File: config.mk
export PLATFORM = sky130hd
export DESIGN_NAME = pipeline_hazard_ctrl
export DESIGN_NICKNAME = d
export VERILOG_FILES = /design/src/rtl/pipeline_hazard_ctrl.sv
export SDC_FILE = /design/constraint.sdc
export NUM_CORES = 1
export LEC_CHECK = 0
export CORE_ASPECT_RATIO = 1.25
export CORE_UTILIZATION = 34
export CTS_CLUSTER_DIAMETER = 150
export DETAILED_ROUTE_END_ITERATION = 7
export PLACE_DENSITY = 0.78
export SLEW_MARGIN = 10
export SYNTH_ARGS = -nofsm -noshare
export SYNTH_HDL_FRONTEND = slang
export SYNTH_SLANG_ARGS = --single-unit
File: constraint.sdc
create_clock -name clock -period 1.7 [get_ports clock]
set_clock_uncertainty 0.15 [all_clocks]
set_input_delay 0.255 -clock clock [delete_from_list [all_inputs] [get_ports clock]]
set_output_delay 0.255 -clock clock [all_outputs]
set_load 0.05 [all_outputs]
File: src/rtl/pipeline_hazard_ctrl.sv
// Stall/flush sequencer for the 5-stage pipeline: load-use and taken-branch hazards,
// plus multicycle mult/div start, busy-stall and ready/timeout release.
module pipeline_hazard_ctrl #(
    parameter int MD_TIMEOUT = 64,
    parameter int REG_W      = 5
) (
    input  logic             clock,
    input  logic             reset,
    input  logic [REG_W-1:0] d_rs,
    input  logic [REG_W-1:0] d_rt,
    input  logic             d_uses_rt,
    input  logic [REG_W-1:0] x_rd,
    input  logic             x_is_load,
    input  logic             x_is_md,
    input  logic             x_branch_taken,
    input  logic             md_ready,
    output logic             pc_we,
    output logic             fd_we,
    output logic             dx_we,
    output logic             xm_we,
    output logic             mw_we,
    output logic             fd_flush,
    output logic             dx_flush,
    output logic             xm_flush,
    output logic             md_start,
    output logic             md_busy,
    output logic             md_timeout,
    output logic             state
);

    localparam int CNT_W = $clog2(MD_TIMEOUT) + 1;
    localparam logic [CNT_W-1:0] CNT_LAST = CNT_W'(MD_TIMEOUT - 1);

    typedef enum logic {RUN = 1'b0, MD_WAIT = 1'b1} state_t;

    state_t           state_q, state_d;
    logic [CNT_W-1:0] cnt_q, cnt_d;
    logic             md_timeout_q, md_timeout_d;

    logic load_use;
    logic pc_we_c, fd_we_c, dx_we_c, xm_we_c, mw_we_c;
    logic fd_flush_c, dx_flush_c, xm_flush_c;
    logic md_start_c, md_busy_c;

    assign load_use = x_is_load && (x_rd != '0) &&
                      ((x_rd == d_rs) || (d_uses_rt && (x_rd == d_rt)));

    always_comb begin
        state_d      = state_q;
        cnt_d        = cnt_q;
        md_timeout_d = md_timeout_q;
        pc_we_c      = 1'b1;
        fd_we_c      = 1'b1;
        dx_we_c      = 1'b1;
        xm_we_c      = 1'b1;
        mw_we_c      = 1'b1;
        fd_flush_c   = 1'b0;
        dx_flush_c   = 1'b0;
        xm_flush_c   = 1'b0;
        md_start_c   = 1'b0;
        md_busy_c    = 1'b0;

        case (state_q)
            RUN: begin
                if (x_is_md) begin
                    // Hold the front end and bubble X/M while the unit is kicked off.
                    md_start_c = 1'b1;
                    pc_we_c    = 1'b0;
                    fd_we_c    = 1'b0;
                    dx_we_c    = 1'b0;
                    xm_flush_c = 1'b1;
                    state_d    = MD_WAIT;
                    cnt_d      = '0;
                end else if (x_branch_taken) begin
                    fd_flush_c = 1'b1;
                    dx_flush_c = 1'b1;
                end else if (load_use) begin
                    pc_we_c    = 1'b0;
                    fd_we_c    = 1'b0;
                    dx_flush_c = 1'b1;
                end
            end
            MD_WAIT: begin
                cnt_d = cnt_q + 1'b1;
                if (md_ready) begin
                    state_d = RUN;
                end else if (cnt_q == CNT_LAST) begin
                    // Forced release; the sticky flag records that the result is bogus.
                    state_d      = RUN;
                    md_timeout_d = 1'b1;
                end else begin
                    md_busy_c  = 1'b1;
                    pc_we_c    = 1'b0;
                    fd_we_c    = 1'b0;
                    dx_we_c    = 1'b0;
                    xm_flush_c = 1'b1;
                end
            end
            default: state_d = RUN;
        endcase
    end

    always_ff @(posedge clock or negedge reset) begin
        if (!reset) begin
            state_q      <= RUN;
            cnt_q        <= '0;
            md_timeout_q <= 1'b0;
        end else begin
            state_q      <= state_d;
            cnt_q        <= cnt_d;
            md_timeout_q <= md_timeout_d;
        end
    end

    // Every output is forced low while reset is held, independent of the clock.
    assign pc_we      = reset & pc_we_c;
    assign fd_we      = reset & fd_we_c;
    assign dx_we      = reset & dx_we_c;
    assign xm_we      = reset & xm_we_c;
    assign mw_we      = reset & mw_we_c;
    assign fd_flush   = reset & fd_flush_c;
    assign dx_flush   = reset & dx_flush_c;
    assign xm_flush   = reset & xm_flush_c;
    assign md_start   = reset & md_start_c;
    assign md_busy    = reset & md_busy_c;
    assign md_timeout = reset & md_timeout_q;
    assign state      = reset & (state_q == MD_WAIT);

endmodule

==> results of run 1 <==
-- power groups by stage --
| stage | clock network (mW) | logic [mW] | registers, mW |
|---|---|---|---|
| 4_1_cts | 0.174 | 0.542 | 0.273 |
| 3_5_place_dp | 0 | 0.500 | 0.277 |
| 6_report | 0.177 | 0.606 | 0.286 |
| 3_3_place_gp | 0 | 0.483 | 0.275 |
| 5_1_grt | 0.187 | 0.638 | 0.288 |
| 2_1_floorplan | 0 | 0.209 | 0.285 |
-- synthesized netlist by cell type, drive strengths merged, types with 2 or more instances --
cell type | n | area [um2]
dfrtp | 9 | 225
nor3 | 2 | 10.0
nor2 | 4 | 15.0
xnor2 | 11 | 96.3
nor2b | 2 | 12.5
nand3 | 4 | 20.0
o22ai | 2 | 12.5
nand4 | 3 | 18.8
o21ai | 6 | 33.8
o31ai | 2 | 15.0
o211ai | 2 | 15.0
nand2 | 10 | 37.5
inv | 4 | 15.0
buf | 3 | 22.5
-- worst min-delay path, cell delays in order (launching register included) --
cell and delay, ns:
dfrtp_1 0.35, inv_1 0.05, o41ai_1 0.06
-- final timing paths --
check,slack (ns),cells after the start,startpoint,endpoint
setup / recovery,-0.40,7,d_rs[4],dx_flush
hold / removal,0.35,2,md_timeout_q$_DFFE_PN0P_,md_timeout_q$_DFFE_PN0P_
setup reg to reg,0.10,7,cnt_q[1]$_DFFE_PN0P_,cnt_q[6]$_DFFE_PN0P_
hold reg to reg,0.35,2,md_timeout_q$_DFFE_PN0P_,md_timeout_q$_DFFE_PN0P_
max in group asynchronous,0.43,3,reset,state_q$_DFF_PN0_
min in group asynchronous,0.65,3,reset,cnt_q[6]$_DFFE_PN0P_
-- cell families after synthesis --
group | Yosys count | synth area share (%)
flip-flops | 9 | 36.4
adder cells (fa/ha/maj) | 1 | 2.02
XOR/XNOR | 11 | 15.6
AND/OR/NAND/NOR | 29 | 23.0
buffers and inverters | 7 | 6.06
AO/OA/AOI/OAI | 16 | 17.0
-- repair_timing --
action | 4_1_cts | 5_1_grt
pin swaps | 10 | 6
setup endpoints to repair | 10 | 8
hold buffers | 1 | 0
setup buffers | 5 | 7
resized for setup | 41 | 6
hold endpoints to repair | 9 | 0
-- flip-flops by register name, indices dropped and copies added (netlist names) --
signal        flops
md_timeout_q      1
cnt_q             7
state_q           1
-- layout make-up --
cell class / instances / area share [%]
clock buffer: 4 / 1.76
inverter: 4 / 1.01
multi-input combinational: 57 / 32.4
sequential: 9 / 15.2
tap: 18 / 1.51
timing repair buffer: 69 / 48.2
-- per-layer routing --
layer	track usage, %	wire length [um]	up-vias
met5	0	0	-
met4	11.1	73	0
met3	5.86	200	10
met2	56.7	1670	41
met1	28.0	1050	429
li1	-	-	397
-- through the flow --
step | cell area, um2 | power (mW)
global placement | 1290 | 0.759
finish | 1490 | 1.07
detailed placement | 1290 | 0.777
global route | 1490 | 1.11
floorplan | 653 | 0.494
CTS | 1430 | 0.989
==> results.ini, run 1 <==
[status]
outcome=finished, violations left
violations=negative setup slack

[routing]
via_per_inst=5.45
drc=0
post_drt_wl_per_cell_um=18.6
drt-total-wl_um=3000
drt_iter0_markers=16
antenna_left=0
vias=877
firstDrtPassIters=4

[sta]
setup_violations=7
worst_slack_ns=-0.396
rsz0062_at_grt=yes
finalHoldViolations=0
post-route-min-period_ns=2.10
slew_headroom_pct=71.9
fin_crit_sh_pct=123
max_freq_mhz=477
maxSlewViolCount=0
hold_slack_ns=0.352
tns_ns=-1.77
tightest_slew_ns=0.421

[finish]
final_common_cell=buf_4
diodes=0
final_cell_mix=buf_4 (32), clkdlybuf4s50_1 (12), buf_12 (12)
layout.nets=167
area_growth_pct=141
drive_gt1_share_pct=51.0
final_util_pct=90.9
seq_area_um2=226
finalNonFillerCells=161
n_fill_cell=63
multiInputGateArea_um2=483

[floorplanning]
num_rows=16
core_area_um2=1640
die-area_um2=2000
die_w_um=40.2
boundaryPins=34
die_y_um=49.7
initial_core_util_pct=37.7

[pwr]
p_clk_share_pct=16.5
switchingPower_mw=0.405
power_frac_seq_pct=26.8
leakage_nw=0.671
power.internal_mw=0.663
comb_power_share_pct=56.7
sw_frac_of_total_pct=37.9
vdd_drop_max_mv=0.641
power_density_nw_per_um2=717

[synth]
syn_avg_cell_area_um2=8.48
async_reset_ff_share_pct=100
syn_inst=73
synth_flop_cell=dfrtp_1
yosysSeqAreaShare_pct=36.4
yosys_warnings=0
synth_edf_count=0
ys_seq_elements=9
synth_cell_types=25
netlist_area_um2=619
synth_nets=96

[place]
dpl_worst_slack_ns=-0.635
dp_hpwl_um=1640
place.gp.congestion=0.819
portBuffers=33
dpl.cell_count=146

[clocking]
clock-sinks=9
root_buffer=clkbuf_4
clk_pin_slew_worst_paths_ns=0.06
cts_tree=built
clk_latency_ns=0.27
h-tree-depth=1
clock_path_buffers=2
cts_buffers=3

[global_route]
grt_max_degree=10
grt_usage_pct=29.7
grt_pass1_vias=972
grt_pass1_wl_um=4030
antenna_found_initial=0
overflow=0

[worst_setup_path]
cp-start-kind=input port
crit_chain=clkdlybuf4s50_1 > xnor2_1 > nand3_1 > o22ai_2 > buf_4 > a21o_4 > buf_12
cp-end-kind=primary output
required_ns=1.29
critical-path-top-delay-family=buffers and inverters
cp.arrival_ns=1.69
cp_slowest_cell=clkdlybuf4s50_1
crit_type=in -> out
critical_path.max_stage_delay_ns=0.45
crit_fanout=2
timing.critical_path.buf_inv=3

[job]
cap_viol_max_count=0

[worst_hold_path]
hp-class=reg -> reg

(Power assumes the default switching activity.)
==> inputs of run 2 (changes only) <==
--- a/config.mk
+++ b/config.mk
@@ -9,6 +9,7 @@
 export CORE_UTILIZATION = 34
 export CTS_CLUSTER_DIAMETER = 150
 export DETAILED_ROUTE_END_ITERATION = 7
+export MAX_ROUTING_LAYER = met4
 export PLACE_DENSITY = 0.78
 export SLEW_MARGIN = 10
 export SYNTH_ARGS = -nofsm -noshare
==> results.ini, run 2 (same netlist as run 1, synthesis figures left out) <==
[status]
outcome=finished, violations left
violations=negative setup slack

[routing]
drt-total-wl_um=3010
firstDrtPassIters=4
vias=889
post_drt_wl_per_cell_um=18.7
via_per_inst=5.52
drt_iter0_markers=15
antenna_left=0
drc=0

[sta]
slew_headroom_pct=72.0
setup_violations=7
post-route-min-period_ns=2.10
fin_crit_sh_pct=124
worst_slack_ns=-0.401
tns_ns=-1.81
rsz0062_at_grt=yes
finalHoldViolations=0
tightest_slew_ns=0.419
max_freq_mhz=476
maxSlewViolCount=0

[floorplanning]
die_w_um=40.2
initial_core_util_pct=37.7
core_area_um2=1640
die-area_um2=2000
boundaryPins=34
num_rows=16
die_y_um=49.7

[pwr]
leakage_nw=0.671
power_density_nw_per_um2=718
vdd_drop_max_mv=0.644

[place]
dp_hpwl_um=1640
dpl.cell_count=146
portBuffers=33
place.gp.congestion=0.832

[worst_hold_path]
hp-class=reg -> reg

[job]
cap_viol_max_count=0

[worst_setup_path]
rrSetupSlack_ns=0.10
crit_chain=clkdlybuf4s50_1 > xnor2_1 > nand3_1 > o22ai_2 > buf_4 > a21o_4 > buf_12
critical_path.max_stage_delay_ns=0.45
timing.critical_path.buf_inv=3
cp-end-kind=primary output
cp-start-kind=input port
cp.arrival_ns=1.70
critical-path-top-delay-family=buffers and inverters
cp_slowest_cell=clkdlybuf4s50_1
crit_fanout=2
crit_type=in -> out
required_ns=1.29

[finish]
final_common_cell=buf_4
area_growth_pct=141
drive_gt1_share_pct=51.0
diodes=0
layout.nets=167
top_regs=cnt_q x7, md_timeout_q x1, state_q x1
finalNonFillerCells=161
final_cell_mix=buf_4 (32), clkdlybuf4s50_1 (12), buf_12 (12)
largest_reg_flops=7
max_flop_register=cnt_q

[clocking]
cts_tree=built
h-tree-depth=1
clock-sinks=9
cts_buffers=3
clock_path_buffers=2
clk_latency_ns=0.27
root_buffer=clkbuf_4
clk_pin_slew_worst_paths_ns=0.06

[global_route]
overflow=0
grt_usage_pct=30.7
grt_pass1_wl_um=4060
grt_pass1_vias=971
grt_max_degree=10
antenna_found_initial=0

[run 2: final timing paths]
path,from,end,cells past startpoint
worst min register to register,md_timeout_q$_DFFE_PN0P_,md_timeout_q$_DFFE_PN0P_,2
max in group asynchronous,reset,state_q$_DFF_PN0_,3
worst min-delay path,md_timeout_q$_DFFE_PN0P_,md_timeout_q$_DFFE_PN0P_,2
worst max register to register,cnt_q[1]$_DFFE_PN0P_,cnt_q[6]$_DFFE_PN0P_,7
worst max-delay path,d_rs[4],dx_flush,7
min in group asynchronous,reset,cnt_q[6]$_DFFE_PN0P_,3
[run 2: layout make-up]
cell class,count,area (um2)
repair buffers,69,718
multi-input cells,57,483
well taps,18,22.5
flip-flops and latches,9,226
clock buffers,4,26.3
fillers,63,150
inverters,4,15.0
[run 2: per-stage QoR]
stage | worst slack (ns) | util, % | power [mW] | hold slack [ns] | instance area (um2)
final | -0.401 | 90.9 | 1.07 | 0.352 | 1490
after global routing | -0.489 | 90.9 | 1.11 | 0.392 | 1490
after CTS | -0.344 | 86.9 | 0.989 | 0.315 | 1430
after detailed placement | -0.635 | 78.4 | 0.777 | 0.300 | 1290
after global placement | -0.600 | 78.4 | 0.759 | 0.288 | 1290
after floorplan | -0.435 | - | 0.494 | -0.191 | 653
[run 2: worst register-to-register path: cells and delay by family, from the launching register on]
kind | cells | cell delay (ns)
fa+ha+maj | 1 | 0.17
compound gates | 2 | 0.30
flops | 1 | 0.39
buf+inv | 3 | 0.29
simple gates | 1 | 0.18
[run 2: metal layers]
metal | GRT usage (%) | part of all wire (%) | up-vias
met2 | 57.3 | 55 | 47
li1 | - | - | 396
met1 | 28.3 | 35 | 436
met4 | 11.1 | 2.9 | 0
met5 | - | 0 | -
met3 | 5.86 | 7.2 | 10
[run 2: what timing repair did]
action,4_1_cts,5_1_grt
setup buffers,5,7
hold buffers,1,0
endpoints found under the setup margin,10,8
pin swaps,10,6
hold endpoints to repair,9,0
gates cloned,0,0
gates resized for setup,41,6
[run 2: power by group]
group / switching (mW) / internal, mW
Sequential: 0.0361 / 0.250
Combinational: 0.284 / 0.323
Clock: 0.0870 / 0.0911
